## src/rtl/dsp48_preadd_macc_if.sv

```systemverilog
// Operand/result bundle for dsp48_preadd_macc: signed A, D, B, C in and registered P out.
// The master drives operands, the slave (the DSP slice) drives the result.
interface dsp48_preadd_macc_if #(
  parameter int unsigned A_WIDTH = 25,
  parameter int unsigned D_WIDTH = 25,
  parameter int unsigned B_WIDTH = 18,
  parameter int unsigned C_WIDTH = 48,
  parameter int unsigned P_WIDTH = 48
);

  logic signed [A_WIDTH-1:0] A;
  logic signed [D_WIDTH-1:0] D;
  logic signed [B_WIDTH-1:0] B;
  logic signed [C_WIDTH-1:0] C;
  logic signed [P_WIDTH-1:0] P;

  modport master (
    output A,
    output D,
    output B,
    output C,
    input  P
  );

  modport slave (
    input  A,
    input  D,
    input  B,
    input  C,
    output P
  );

endinterface

```

## src/rtl/dsp48_preadd_macc.sv

```systemverilog
// Three-stage signed pre-adder/multiply/add slice: P = (A + D) * B + C, wrapping at P_WIDTH.
// Optional clock enable port ce is added when DSP48_CE_EN is defined.
module dsp48_preadd_macc #(
  parameter int unsigned A_WIDTH = 25,
  parameter int unsigned D_WIDTH = 25,
  parameter int unsigned B_WIDTH = 18,
  parameter int unsigned C_WIDTH = 48,
  parameter int unsigned P_WIDTH = 48
) (
  input  logic                 clk,
  input  logic                 rst_n,
`ifdef DSP48_CE_EN
  input  logic                 ce,
`endif
  dsp48_preadd_macc_if.slave   bus
);

  localparam int unsigned AD_W = ((A_WIDTH > D_WIDTH) ? A_WIDTH : D_WIDTH) + 1;
  localparam int unsigned M_W  = AD_W + B_WIDTH;

  // Stage 1: input capture
  logic signed [A_WIDTH-1:0] a1_q, a1_d;
  logic signed [D_WIDTH-1:0] d1_q, d1_d;
  logic signed [B_WIDTH-1:0] b1_q, b1_d;
  logic signed [C_WIDTH-1:0] c1_q, c1_d;

  // Stage 2: pre-add result plus delayed B and C
  logic signed [AD_W-1:0]    ad2_q, ad2_d;
  logic signed [B_WIDTH-1:0] b2_q, b2_d;
  logic signed [C_WIDTH-1:0] c2_q, c2_d;

  // Stage 3: result
  logic signed [P_WIDTH-1:0] p_q, p_d;

  logic signed [M_W-1:0]     m_c;
  logic                      en_c;

`ifdef DSP48_CE_EN
  assign en_c = ce;
`else
  assign en_c = 1'b1;
`endif

  // Next-state: every register holds unless the pipe is enabled
  always_comb begin
    a1_d  = a1_q;
    d1_d  = d1_q;
    b1_d  = b1_q;
    c1_d  = c1_q;
    ad2_d = ad2_q;
    b2_d  = b2_q;
    c2_d  = c2_q;
    p_d   = p_q;
    // Both factors are sign-extended to the product width so the low M_W bits are exact
    m_c   = M_W'(ad2_q) * M_W'(b2_q);
    if (en_c) begin
      a1_d  = bus.A;
      d1_d  = bus.D;
      b1_d  = bus.B;
      c1_d  = bus.C;
      ad2_d = AD_W'(a1_q) + AD_W'(d1_q);
      b2_d  = b1_q;
      c2_d  = c1_q;
      p_d   = P_WIDTH'(m_c) + P_WIDTH'(c2_q);
    end
  end

  always_ff @(posedge clk or negedge rst_n) begin
    if (!rst_n) begin
      a1_q  <= '0;
      d1_q  <= '0;
      b1_q  <= '0;
      c1_q  <= '0;
      ad2_q <= '0;
      b2_q  <= '0;
      c2_q  <= '0;
      p_q   <= '0;
    end else begin
      a1_q  <= a1_d;
      d1_q  <= d1_d;
      b1_q  <= b1_d;
      c1_q  <= c1_d;
      ad2_q <= ad2_d;
      b2_q  <= b2_d;
      c2_q  <= c2_d;
      p_q   <= p_d;
    end
  end

  assign bus.P = p_q;

endmodule

```

## src/flat_wrapper.sv

```systemverilog
// flat-port wrapper written by rule: the top's interface ports become plain ports
module dsp48_preadd_macc_flat 
#(
  parameter int unsigned A_WIDTH = 25,
  parameter int unsigned D_WIDTH = 25,
  parameter int unsigned B_WIDTH = 18,
  parameter int unsigned C_WIDTH = 48,
  parameter int unsigned P_WIDTH = 48
)
  (clk, rst_n, bus_A, bus_D, bus_B, bus_C, bus_P);
  dsp48_preadd_macc_if #(.A_WIDTH(A_WIDTH), .D_WIDTH(D_WIDTH), .B_WIDTH(B_WIDTH), .C_WIDTH(C_WIDTH), .P_WIDTH(P_WIDTH)) bus_i ();
  input  logic clk;
  input  logic rst_n;
  input wire logic [$bits(bus_i.A)-1:0] bus_A;
  input wire logic [$bits(bus_i.D)-1:0] bus_D;
  input wire logic [$bits(bus_i.B)-1:0] bus_B;
  input wire logic [$bits(bus_i.C)-1:0] bus_C;
  output wire logic [$bits(bus_i.P)-1:0] bus_P;
  assign bus_i.A = bus_A;
  assign bus_i.D = bus_D;
  assign bus_i.B = bus_B;
  assign bus_i.C = bus_C;
  assign bus_P = bus_i.P;
  dsp48_preadd_macc #(.A_WIDTH(A_WIDTH), .D_WIDTH(D_WIDTH), .B_WIDTH(B_WIDTH), .C_WIDTH(C_WIDTH), .P_WIDTH(P_WIDTH)) u_core (.clk(clk), .rst_n(rst_n), .bus(bus_i));
endmodule
```

## config.mk

```make
export PLATFORM = sky130hd
export DESIGN_NAME = dsp48_preadd_macc_flat
export DESIGN_NICKNAME = d
export VERILOG_FILES = /design/src/rtl/dsp48_preadd_macc_if.sv /design/src/rtl/dsp48_preadd_macc.sv /design/src/flat_wrapper.sv
export SDC_FILE = /design/constraint.sdc
export NUM_CORES = 2
export LEC_CHECK = 0
export CAP_MARGIN = 20
export CORE_MARGIN = 5
export CORE_UTILIZATION = 53
export DETAILED_ROUTE_END_ITERATION = 10
export PLACE_DENSITY = 0.73
export SLEW_MARGIN = 20
export SYNTH_ARGS = -nofsm -noshare
export SYNTH_HDL_FRONTEND = slang
export SYNTH_SLANG_ARGS = --single-unit
```

## constraint.sdc

```tcl
create_clock -name clk -period 9.6 [get_ports clk]
set_input_delay 1.92 -clock clk [delete_from_list [all_inputs] [get_ports clk]]
set_output_delay 1.92 -clock clk [all_outputs]
set_load 0.02 [all_outputs]
```

==> metrics.yaml <==
drv_cap: 0
routedWlPerCell_um: 18.15
grtUsageTotal_pct: 23.07
dp_hpwl_um: 46520
setup.worst_path.start: "u_core.b2_q[5]"
numPortBuffers: 165
min_from: "u_core.c1_q[32]"
finalWeightedCongestion: 0.9932
path_clk_slew_ns: 0.07
worstMarginPinSlew_ns: 1.198
synth_edf_count: 0
synth_top_area_cell: "fa_1"
synth_flop_cell: "dfrtp_1"
ant_nets: 0
dieWidth_um: 232.0
drcViolationCount: 0
r2r-start: "u_core.b2_q[5]"
fin_skew_ns: 0.01610
syn_area_mm2: 0.02612
chipHeight_um: 232.0
regArea_mm2: 0.006406
nFillCells: 3978
holdWs_ns: 0.3347
start_util_pct: 53.48
multi_input_area_mm2: 0.01740
postSynthAreaPerCell_um2: 10.75
finalSetupTns_ns: 0
worst_setup_path_end_kind: "flop"
cts_buffers: 30
gr-total-overflow: 0
start_kind: "flop"
worstHoldPathCells: 0
synth_nets: 3230
final_cell_area_mm2: 0.02936
grt_max_degree: 142
netlist-cell-type-count: 53
grt_pass1_wl_um: 99220
via_per_inst: 5.185
synthTopCellsByArea: "fa_1 40%, dfrtp_1 25%, ha_1 7.8%"
criticalPathCategory: "flop to flop"
worst_path_max_delay_cell: "dfrtp_1"
wl_um: 58710
cts_sinks: 256
layout.cells.non_filler: 3234
grt_antenna_before_repair: 0
dp_cells: 3178
ios: 166
drt_iter0_drc: 919
rrSetupSlack_ns: 1.52
synth_seq_cells: 256
timing.rr.end: "u_core.bus.P[45]"
fmax_ghz: 0.1237
cts_root_buf: "clkbuf_16"
htreeDepth: 1
clockBufferDepth: 3
rsz0062_at_grt: "no"
setup_violations: 0
cpPeakStageDelay_ns: 0.83
grt_pass1_vias: 18990
seq_area_frac_synth_pct: 24.52
hold_buffers: 0
cts_resized: 0
holdPathEnd: "u_core.c2_q[32]"
place_area_mm2: 0.02834
final.period_utilization_pct: 84.18
clkLatencyLatePin_ns: 0.59
final_layout_size_suffix_gt1_share_pct: 2.530
core_mm2: 0.04885
hp-class: "flop to flop"
period_minus_slack_ns: 8.081
ys_warn_count: 0
areaGrowthSynthToFinish_pct: 12.40
final-hold-violation-count: 0
status: "complete, no violations"
cp.arrival_ns: 8.59
drv_slew: 0
path_cells: "and2_1, fa_1, inv_1, fa_1, inv_1, fa_1, inv_1, fa_1, fa_1, fa_1, inv_1, fa_1, ha_1, nand2_1, o21ai_0, a221oi_1, a31oi_1, a21oi_1, a21oi_1, nor2_1, o41ai_2, xor2_1"
yosys.cell_count.top_type: "inv_1"
maxSlewHeadroom_pct: 20.16
synthCells: 2429
yosysTopAreaCellShare_pct: 39.93
rows: 81
worst-r2r-cell-count: 22
cp.required_ns: 10.11
critPathMaxFanout: 26
synth-async-reset-ratio_pct: 100.0
cts_setup_buffers: 0
synth_common_cells: "535 x inv_1, 521 x fa_1, 256 x dfrtp_1"
vias: 16770
drt_first_pass_iters: 5
die_area_mm2: 0.05383
cts_tree: "built"
layout.nets: 3347
crit_path_frequent_cell: "fa_1"
layout by cell type (no fill, tap or decap), types with 8 or more instances in the layout:
cell type	count
xnor2_1	45
ha_1	162
o21ai_0	35
inv_1	535
nand2_1	251
clkbuf_16	30
nand2b_1	9
o21a_1	9
nand4_1	11
and2_1	227
nor2_1	37
clkdlybuf4s50_1	164
nand3_1	15
a21oi_1	68
a211oi_1	8
dfrtp_1	256
xor2_1	23
o21bai_1	13
fa_1	520
a21o_1	21
nor2b_1	29
cell families (layout without fill, tap and decap cells):
family | after synthesis | after routing | synth area share [%]
compound gates | 199 | 199 | 4.962
xor+xnor | 68 | 68 | 2.280
fa+ha+maj | 683 | 683 | 47.69
buf+inv | 619 | 759 | 8.895
flops | 256 | 256 | 24.52
mux | 1 | 1 | 0.04310
other cells | 0 | 1 | 0
simple gates | 603 | 603 | 11.61
worst max-delay path by stage:
stage,endpoint,slack [ns],cells after the start
CTS,u_core.bus.P[45],1.75,22
detailed placement,u_core.bus.P[45],1.77,22
global placement,u_core.bus.P[45],1.89,22
floorplan,u_core.bus.P[46],2.82,22
finish,u_core.bus.P[45],1.52,22
global route,u_core.bus.P[45],1.19,22
per-layer routing:
| metal | global-route usage [%] | routed length [µm] |
|---|---|---|
| met1 | 31.08 | 24120 |
| met2 | 38.64 | 28890 |
| met3 | 4.818 | 4116 |
| met4 | 6.093 | 1579 |
| met5 | 0 | 0 |
worst max-delay path, delay by kind of cell (launching register included):
kind | cells | cell delay [ns]
AO/OA/AOI/OAI | 6 | 2.18
AND/OR/NAND/NOR | 3 | 0.66
adder cells (fa/ha/maj) | 8 | 3.90
XOR/XNOR | 1 | 0.18
buffers and inverters | 4 | 0.21
flip-flops | 1 | 0.83
layout make-up:
cell class | instances | area share (%)
well taps | 664 | 2.830
clock buffers | 43 | 2.962
clock inverters | 12 | 0.5071
inverters | 535 | 6.840
flip-flops and latches | 256 | 21.82
diodes | 1 | 0.008523
repair buffers | 169 | 5.787
multi-input cells | 1554 | 59.25
stage by stage:
step	util [%]	setup WS (ns)
finish	60.10	1.519
global route	60.10	1.189
CTS	60.10	1.751
detailed placement	58.01	1.771
global placement	58.01	1.888
floorplan	-	2.820
registers in the layout (all words and copies together) (netlist names):
| name | flops |
|---|---|
| u_core.bus.P | 48 |
| u_core.c1_q | 48 |
| u_core.c2_q | 48 |
| u_core.ad2_q | 26 |
| u_core.a1_q | 25 |
| u_core.d1_q | 25 |
| u_core.b1_q | 18 |
| u_core.b2_q | 18 |
Power is not shown: default switching activity piles up to over one toggle a cycle in this logic, so the estimate is an artifact.
